## config.mk

```make
export PLATFORM = sky130hd
export DESIGN_NAME = mu0_run_ctrl_flat
export DESIGN_NICKNAME = d
export VERILOG_FILES = /design/src/rtl/mu0_run_ctrl_if.sv /design/src/rtl/mu0_run_ctrl.sv /design/src/flat_wrapper.sv
export SDC_FILE = /design/constraint.sdc
export NUM_CORES = 1
export LEC_CHECK = 0
export CAP_MARGIN = 0
export CELL_PAD_IN_SITES_DETAIL_PLACEMENT = 0
export CELL_PAD_IN_SITES_GLOBAL_PLACEMENT = 1
export CORE_AREA = 2 2 113 115
export CTS_CLUSTER_DIAMETER = 120
export DETAILED_ROUTE_END_ITERATION = 10
export DIE_AREA = 0 0 115 117
export PLACE_DENSITY = 0.85
export SLEW_MARGIN = 15
export SYNTH_ARGS = -nofsm -noshare
export SYNTH_HDL_FRONTEND = slang
export SYNTH_SLANG_ARGS = --single-unit
```

## constraint.sdc

```tcl
create_clock -name clk -period 3.5 [get_ports clk]
set_input_delay 0.7 -clock clk [delete_from_list [all_inputs] [get_ports clk]]
set_output_delay 0.7 -clock clk [all_outputs]
set_load 0.005 [all_outputs]
```

## src/rtl/mu0_run_ctrl_if.sv

```systemverilog
// Host/CPU-side bundle of the MU0 run-control unit: debug command channel,
// breakpoint programming port, CPU fetch observation and run-control outputs.
interface mu0_run_ctrl_if #(
  parameter int ADDR_W = 12,
  parameter int NUM_BP = 4,
  parameter int CNT_W  = 16
);
  localparam int IDX_W = (NUM_BP > 1) ? $clog2(NUM_BP) : 1;

  logic              cmd_valid;
  logic [2:0]        cmd_op;
  logic [CNT_W-1:0]  cmd_arg;
  logic              cmd_ready;
  logic              bp_wr;
  logic [IDX_W-1:0]  bp_idx;
  logic [ADDR_W-1:0] bp_addr;
  logic              bp_en;
  logic              fetch;
  logic [ADDR_W-1:0] pc;
  logic              cpu_clk_en;
  logic              cpu_reset;
  logic              halted;
  logic              bp_hit;
  logic [IDX_W-1:0]  bp_hit_idx;
  logic [CNT_W-1:0]  step_left;
  logic [CNT_W-1:0]  cycle_count;

  modport master (
    output cmd_valid, cmd_op, cmd_arg, bp_wr, bp_idx, bp_addr, bp_en, fetch, pc,
    input  cmd_ready, cpu_clk_en, cpu_reset, halted, bp_hit, bp_hit_idx,
           step_left, cycle_count
  );

  modport slave (
    input  cmd_valid, cmd_op, cmd_arg, bp_wr, bp_idx, bp_addr, bp_en, fetch, pc,
    output cmd_ready, cpu_clk_en, cpu_reset, halted, bp_hit, bp_hit_idx,
           step_left, cycle_count
  );
endinterface

```

## src/rtl/mu0_run_ctrl.sv

```systemverilog
// Run-control and breakpoint unit for an MU0-class CPU: gates the CPU clock
// enable, sequences CPU reset, and handles breakpoints, stepping and cycle count.
module mu0_run_ctrl #(
  parameter int ADDR_W     = 12,
  parameter int NUM_BP     = 4,
  parameter int CNT_W      = 16,
  parameter int RST_CYCLES = 4
) (
  input  logic          clk,
  input  logic          rst,
  mu0_run_ctrl_if.slave bus
);
  localparam int IDX_W = (NUM_BP > 1) ? $clog2(NUM_BP) : 1;
  localparam int RC_W  = (RST_CYCLES > 1) ? $clog2(RST_CYCLES) : 1;
  localparam logic [RC_W-1:0] RC_LOAD = RC_W'(RST_CYCLES - 1);

  // Any other opcode, including 0, is a no-op.
  localparam logic [2:0] OP_HALT   = 3'd1;
  localparam logic [2:0] OP_RUN    = 3'd2;
  localparam logic [2:0] OP_STEP   = 3'd3;
  localparam logic [2:0] OP_RESET  = 3'd4;
  localparam logic [2:0] OP_CLRHIT = 3'd5;
  localparam logic [2:0] OP_CLRCNT = 3'd6;

  typedef enum logic [1:0] {RESETTING, HALTED, RUNNING, STEPPING} state_t;

  state_t            state, state_nxt;
  logic [RC_W-1:0]   rst_cnt;
  logic [ADDR_W-1:0] slot_addr [NUM_BP];
  logic [NUM_BP-1:0] slot_en;
  logic              skip;
  logic [CNT_W-1:0]  step_left;
  logic [CNT_W-1:0]  cycle_count;
  logic              bp_hit;
  logic [IDX_W-1:0]  bp_hit_idx;

  logic              accept, run, bp_match, bp_stop, step_stop, stop, clk_en, advance;
  logic [IDX_W-1:0]  match_idx;

  assign accept = bus.cmd_valid && bus.cmd_ready;
  assign run    = (state == RUNNING) || (state == STEPPING);

  // Scan from the top so the lowest matching slot wins.
  always_comb begin
    // NOTE: every always_comb output gets a default first so no path can infer a latch.
    bp_match  = 1'b0;
    match_idx = '0;
    for (int i = NUM_BP - 1; i >= 0; i--) begin
      if (slot_en[i] && (slot_addr[i] == bus.pc)) begin
        bp_match  = 1'b1;
        match_idx = IDX_W'(i);
      end
    end
  end

  // Stops only matter while the CPU is being clocked; a halted CPU parked on a
  // breakpoint address must not keep re-asserting the hit.
  assign bp_stop   = run && bus.fetch && bp_match && !skip;
  assign step_stop = (state == STEPPING) && bus.fetch && (step_left == '0);
  assign stop      = bp_stop || step_stop;
  assign clk_en    = run && !stop;
  assign advance   = clk_en && bus.fetch;

  always_ff @(posedge clk or posedge rst) begin
    if (rst) state <= RESETTING;
    else     state <= state_nxt;
  end

  always_comb begin
    state_nxt = state;
    case (state)
      RESETTING: if (rst_cnt == '0) state_nxt = HALTED;
      HALTED: begin
        if (accept && bus.cmd_op == OP_RUN)  state_nxt = RUNNING;
        if (accept && bus.cmd_op == OP_STEP) state_nxt = STEPPING;
      end
      RUNNING, STEPPING: begin
        if (stop || (accept && bus.cmd_op == OP_HALT)) state_nxt = HALTED;
      end
      default: state_nxt = RESETTING;
    endcase
    if (accept && bus.cmd_op == OP_RESET) state_nxt = RESETTING;
  end

  always_ff @(posedge clk or posedge rst) begin
    if (rst) begin
      // NOTE: the breakpoint slots are architecturally visible after reset, so
      // this small register file is reset along with the control state.
      for (int i = 0; i < NUM_BP; i++) slot_addr[i] <= '0;
      slot_en     <= '0;
      rst_cnt     <= RC_LOAD;
      skip        <= 1'b0;
      step_left   <= '0;
      cycle_count <= '0;
      bp_hit      <= 1'b0;
      bp_hit_idx  <= '0;
    end else begin
      // NOTE: non-blocking assignments so every register samples pre-edge values.
      if (accept && bus.cmd_op == OP_RESET)         rst_cnt <= RC_LOAD;
      else if (state == RESETTING && rst_cnt != '0) rst_cnt <= rst_cnt - RC_W'(1);

      if (accept && state == HALTED && (bus.cmd_op == OP_RUN || bus.cmd_op == OP_STEP))
        skip <= 1'b1;
      else if (advance)
        skip <= 1'b0;

      if (accept && state == HALTED && bus.cmd_op == OP_STEP)
        step_left <= (bus.cmd_arg == '0) ? CNT_W'(1) : bus.cmd_arg;
      else if (advance && state == STEPPING)
        step_left <= step_left - CNT_W'(1);

      if (bp_stop) begin
        bp_hit     <= 1'b1;
        bp_hit_idx <= match_idx;
      end else if (accept && bus.cmd_op == OP_CLRHIT) begin
        bp_hit     <= 1'b0;
      end

      if (accept && bus.cmd_op == OP_CLRCNT)  cycle_count <= '0;
      else if (clk_en && cycle_count != '1)   cycle_count <= cycle_count + CNT_W'(1);

      if (bus.bp_wr && (32'(bus.bp_idx) < 32'(NUM_BP))) begin
        slot_addr[bus.bp_idx] <= bus.bp_addr;
        slot_en[bus.bp_idx]   <= bus.bp_en;
      end
    end
  end

  assign bus.cmd_ready   = (state != RESETTING);
  assign bus.cpu_clk_en  = clk_en;
  assign bus.cpu_reset   = (state == RESETTING);
  assign bus.halted      = (state == HALTED);
  assign bus.bp_hit      = bp_hit;
  assign bus.bp_hit_idx  = bp_hit_idx;
  assign bus.step_left   = step_left;
  assign bus.cycle_count = cycle_count;
endmodule

```

## src/flat_wrapper.sv

```systemverilog
// flat-port wrapper written by rule: the top's interface ports become plain ports
module mu0_run_ctrl_flat 
#(
  parameter int ADDR_W     = 12,
  parameter int NUM_BP     = 4,
  parameter int CNT_W      = 16,
  parameter int RST_CYCLES = 4
)
  (clk, rst, bus_cmd_valid, bus_cmd_op, bus_cmd_arg, bus_bp_wr, bus_bp_idx, bus_bp_addr, bus_bp_en, bus_fetch, bus_pc, bus_cmd_ready, bus_cpu_clk_en, bus_cpu_reset, bus_halted, bus_bp_hit, bus_bp_hit_idx, bus_step_left, bus_cycle_count);
  mu0_run_ctrl_if #(.ADDR_W(ADDR_W), .NUM_BP(NUM_BP), .CNT_W(CNT_W)) bus_i ();
  input  logic clk;
  input  logic rst;
  input wire logic [$bits(bus_i.cmd_valid)-1:0] bus_cmd_valid;
  input wire logic [$bits(bus_i.cmd_op)-1:0] bus_cmd_op;
  input wire logic [$bits(bus_i.cmd_arg)-1:0] bus_cmd_arg;
  input wire logic [$bits(bus_i.bp_wr)-1:0] bus_bp_wr;
  input wire logic [$bits(bus_i.bp_idx)-1:0] bus_bp_idx;
  input wire logic [$bits(bus_i.bp_addr)-1:0] bus_bp_addr;
  input wire logic [$bits(bus_i.bp_en)-1:0] bus_bp_en;
  input wire logic [$bits(bus_i.fetch)-1:0] bus_fetch;
  input wire logic [$bits(bus_i.pc)-1:0] bus_pc;
  output wire logic [$bits(bus_i.cmd_ready)-1:0] bus_cmd_ready;
  output wire logic [$bits(bus_i.cpu_clk_en)-1:0] bus_cpu_clk_en;
  output wire logic [$bits(bus_i.cpu_reset)-1:0] bus_cpu_reset;
  output wire logic [$bits(bus_i.halted)-1:0] bus_halted;
  output wire logic [$bits(bus_i.bp_hit)-1:0] bus_bp_hit;
  output wire logic [$bits(bus_i.bp_hit_idx)-1:0] bus_bp_hit_idx;
  output wire logic [$bits(bus_i.step_left)-1:0] bus_step_left;
  output wire logic [$bits(bus_i.cycle_count)-1:0] bus_cycle_count;
  assign bus_i.cmd_valid = bus_cmd_valid;
  assign bus_i.cmd_op = bus_cmd_op;
  assign bus_i.cmd_arg = bus_cmd_arg;
  assign bus_i.bp_wr = bus_bp_wr;
  assign bus_i.bp_idx = bus_bp_idx;
  assign bus_i.bp_addr = bus_bp_addr;
  assign bus_i.bp_en = bus_bp_en;
  assign bus_i.fetch = bus_fetch;
  assign bus_i.pc = bus_pc;
  assign bus_cmd_ready = bus_i.cmd_ready;
  assign bus_cpu_clk_en = bus_i.cpu_clk_en;
  assign bus_cpu_reset = bus_i.cpu_reset;
  assign bus_halted = bus_i.halted;
  assign bus_bp_hit = bus_i.bp_hit;
  assign bus_bp_hit_idx = bus_i.bp_hit_idx;
  assign bus_step_left = bus_i.step_left;
  assign bus_cycle_count = bus_i.cycle_count;
  mu0_run_ctrl #(.ADDR_W(ADDR_W), .NUM_BP(NUM_BP), .CNT_W(CNT_W), .RST_CYCLES(RST_CYCLES)) u_core (.clk(clk), .rst(rst), .bus(bus_i));
endmodule
```

======== Yosys cells after proc, flatten, opt, wreduce, memory -nomap -nowiden ========
Cells that the tools add are included.
operators by class
  muxes and demuxes ....................... 31
  bitwise logic cells ..................... 1
  equality and inequality tests ........... 17
  reduce and logical (&&, ||, !) cells .... 45
  add/subtract/negate cells ............... 3
  order comparisons ....................... 4
operator list
  cell                                                                  number
  16-bit 2-to-1 mux                                                     5
  48-bit bitwise mux                                                    1
  12-bit == test                                                        4
  16-bit zero test                                                      2
  1-bit logical AND                                                     26
  12-bit demux with 2-bit select                                        1
  2-bit 2-to-1 mux                                                      11
  16-bit by 1-bit adder with 16-bit output, second input constant       1
  16-bit != test, second input constant                                 1
  16-bit by 1-bit subtractor with 16-bit output, second input constant  1
  2-bit nonzero test                                                    7
  12-bit 2-to-1 mux                                                     1
  3-bit == test, second input constant                                  3
  1-bit 2-to-1 mux                                                      9
  3-bit by 2-bit == test with 1-bit output, second input constant       2
  3-bit by 1-bit != test with 1-bit output, second input constant       2
  2-bit case mux with 3 select lines                                    1
  4-bit bitwise mux                                                     1
  2-bit == test, second input constant                                  2
  2-bit zero test                                                       2
  1-bit logical OR                                                      4
  4-bit by 1-bit != test with 1-bit output, second input constant       1
  3-bit by 1-bit == test with 1-bit output, second input constant       1
  3-bit greater-or-equal comparator, second input constant              1
  10 further kinds                                                      11
word-level totals
  register bits ........................... 92
  bits of input ports ..................... 51
  logic and storage cells ................. 113
  output and inout port bits .............. 39

======== Depth between registers and ports, before layout ========
  depth after elaboration ................. 15
  mapped depth ............................ 10
  gate-level depth less buffers ........... 9

======== Worst setup path before layout ========
OpenSTA, ideal clock, no wires.
  path kind ............................... input port to output port
  start point ............................. input port bus_pc[6]
  end point ............................... output port bus_cpu_clk_en
  slack ................................... 0.683 ns
  required time ........................... 2.800 ns
  buffers on the path ..................... 1
  data arrival time ....................... 2.117 ns
  cell stages on the path ................. 6
  cell sequence ........................... clkbuf_1 -> xnor2_1 -> nand4_1 -> or4_4 -> a41oi_2 -> nor2_1
between the ends
  longest elaborated chain between the ends .. 11
  elaborated cells between the ends (all ways) .. 17
  those cells by class .................... eq/ne: 4; mux: 4; reduce/logical: 9
ends and longest elaborated chain
  element                            RTL line            RTL
  start, declared                    flat_wrapper.sv:21  input wire logic [$bits(bus_i.pc)-1:0] bus_pc;
  12-bit == test                     mu0_run_ctrl.sv:49  if (slot_en[i] && (slot_addr[i] == bus.pc)) begin
  1-bit logical AND                  mu0_run_ctrl.sv:49
  1-bit 2-to-1 mux (3 in series)     mu0_run_ctrl.sv:49
  1-bit 2-to-1 mux *                 mu0_run_ctrl.sv:49
  1-bit logical AND * (2 in series)  mu0_run_ctrl.sv:58  assign bp_stop = run && bus.fetch && bp_match && !skip;
  1-bit logical OR *                 mu0_run_ctrl.sv:60  assign stop = bp_stop || step_stop;
  1-bit zero test *                  mu0_run_ctrl.sv:61  assign clk_en = run && !stop;
  1-bit logical AND *                mu0_run_ctrl.sv:61
  end, declared                      flat_wrapper.sv:23  output wire logic [$bits(bus_i.cpu_clk_en)-1:0] bus_cpu_clk_en;
Mark *: on every way between the ends. The rest lies on a longest branch, timed or not.

======== Worst setup path after layout ========
  start point ............................. input port bus_pc[3]
  end point ............................... output port bus_cpu_clk_en
Same word-level chain as after synthesis.

==> reports/metrics.csv <==
metric,value,unit
total gr overflow,0,
width of the die,115,microns
first-pass GRT wire length,20.4,mm
post-synth top area share,0.456,
vias in the first global route,4195,
WP data arrival,2.75,ns
Die Footprint,0.0135,sq mm
fraction of layout cells with a size suffix above 1,0.214,
reg2reg setup slack,0.74,ns
CP Data Required Time,2.80,ns
"FF+latch count, synth",92,
total power draw,3720,uW
Hold Startpoint,u_core.bus.bp_hit,
"Net Count, Synth",525,
drt first pass iters,4,
Final GP Congestion,0.864,
register area share after synthesis,0.467,
worst min-delay path class,reg2reg,
synthesized area per cell,10.5,sq um
Initial Utilization,0.401,
"commonest cells after routing, fill and taps aside","dfrtp_1 (90), clkdlybuf4s50_1 (77), mux2_2 (52), xnor2_1 (48)",
initial drt markers,199,
Final Setup Violations,0,
worst slew pin tran,0.835,ns
Synth async-reset ratio,1.00,
largest net degree at the start of global routing,45,
Final Hold Fails,0,
Post-Syn Area,0.00493,sq mm
synth warn,0,
H-tree depth,3,
initial antenna violation count,0,
DR DRC count,0,
status,"finished, final reports clean",
f_max,290,MHz
Hold Path Stages,2,
pwr/cell area,584,mW/mm^2
core area,0.0123,sq mm
Rel. slew slack,0.442,
Final ANT Viol Nets,0,
placed cell area,0.00606,sq mm
Die Ht,117,microns
CTS max path bufs,2,
wire per inst,17.4,microns
total CTS buffers,9,
"commonest non-fill, non-tap cell in the layout",dfrtp_1,
Vias,3959,
Final Net Count,619,
TritonCTS Sinks,92,
FF-to-FF path depth,10,
clk root buf,clkbuf_16,
port bufs,89,
cell row count,41,
Mapped Cells,471,
worst skew pair latency,0.34,ns
reg2reg start,u_core.bus.step_left[0],
LEAKAGE,0.00259,uW
Area Growth Syn to Fin,29.2,%
Worst setup SP type,input port,
post-synthesis cell type count,56,
CP endpoint kind,primary output,
TritonCTS clock tree,done,
Final Max Slew Viols,0,
CP max FO,4,
"EDFF count, synth",0,
Crit Path Class,in2out,
cell taking the most area after synthesis,dfrtp_1,
min Tclk post-route,3.45,ns
design area,0.00638,sq mm
max-cap violations,0,
Ant. Diodes,0,
fin crit share,0.986,
ys flop type,dfrtp_1,
VDD IR-drop max,276,uV
Post-CTS Hold Fix Bufs,0,
Worst-path clk slew,0.06,ns
GR Util All Layers,0.194,
# IOs,90,
reg-to-reg endpoint,u_core.bus.step_left[15],
DP HPWL,8.97,mm
skew final,0.00778,ns
worst hold endpoint,u_core.bus.bp_hit,
Synth area leaders,"dfrtp_1 (46%), mux2_2 (12%), xnor2_1 (9.6%)",
Crit. Startpoint,bus_pc[3],
RSZ-0062 raised after global routing,false,
Vias/cell,5.50,
Post-Route WL,12.5,mm
## cells by family (layout without fill, tap and decap cells)
logic type      after synthesis  in the layout  share of synthesized area
buf+inv                      38            137                     0.0325
xor+xnor                     60             60                      0.106
mux                          53             53                      0.121
flops                        92             92                      0.467
simple gates                162            162                      0.173
compound gates               63             63                     0.0925
fa+ha+maj                     3              3                    0.00761
## flip-flops by register name, indices dropped and copies added (netlist names)
name                    flops
u_core.bus.bp_hit           1
u_core.bus.bp_hit_idx       2
u_core.bus.cycle_count     16
u_core.bus.step_left       16
u_core.rst_cnt              2
u_core.skip                 1
u_core.slot_addr           48
u_core.slot_en              4
u_core.state                2
## critical path, stage by stage
cell and delay (ns):
dlygate4sd2_1 0.31, xnor2_1 0.20, nand3_1 0.11, or4_4 0.57, a41oi_4 0.27, nor2_1 0.11, clkdlybuf4s50_1 0.49
## cell type report
class | count | area, sq um
clock buffers | 11 | 243
clock inverters | 5 | 60.1
fillers | 1091 | 5940
inverters | 14 | 53.8
multi-input cells | 341 | 2530
flip-flops and latches | 92 | 2300
well taps | 150 | 188
repair buffers | 107 | 992
## stage by stage
| step | utilization | std cells | setup TNS [ns] | hold slack (ns) | worst slack [ns] |
|---|---|---|---|---|---|
| after CTS | 0.518 | 720 | 0 | 0.489 | 0.00801 |
| after global routing | 0.518 | 720 | 0 | 0.511 | 0.00844 |
| after detailed placement | 0.492 | 704 | -0.268 | 0.462 | -0.268 |
| final | 0.518 | 720 | 0 | 0.485 | 0.0501 |
| after global placement | 0.492 | 704 | -0.266 | 0.473 | -0.266 |
| after floorplan | - | 471 | 0 | 0.461 | 0.411 |
## worst max path at each step
stage | to | cells after the start | slack (ns)
6_report | bus_cpu_clk_en | 7 | 0.05
5_1_grt | bus_cpu_clk_en | 7 | 0.008
4_1_cts | bus_cpu_clk_en | 7 | 0.008
3_5_place_dp | bus_cpu_clk_en | 7 | -0.27
3_3_place_gp | bus_cpu_clk_en | 7 | -0.27
2_1_floorplan | u_core.bus.bp_hit | 1 | 0.41
## cell usage after synthesis, types with 5 or more instances
library cell,instances
clkbuf_1,16
mux2_2,52
xnor2_1,54
o21ai_0,13
nand4_1,14
dfrtp_1,90
a21oi_1,17
nand3_1,26
o31ai_1,5
and3_1,6
nand2_1,33
nor3_1,6
inv_1,14
or3_1,6
nor2_1,33
nor4_1,10
xor2_1,6
## repair_timing
| item | 4_1_cts | 5_1_grt |
|---|---|---|
| buffers inserted | 0 | 0 |
| gates resized for setup | 19 | 21 |
| endpoints found under the setup margin | 1 | 1 |
| pin swaps | 2 | 5 |
## layer usage
layer	global-route usage	routed length (microns)
met1	0.241	5560
met3	0.0335	493
met5	0	0
met4	0.0635	184
met2	0.344	6280
## power breakdown
part,switching [uW],internal [uW],total (uW)
sequential,264,1310,1580
combinational,504,644,1150
clock,423,576,999
total,1190,2530,3720
Note: power is estimated with default switching activity, not from simulation.
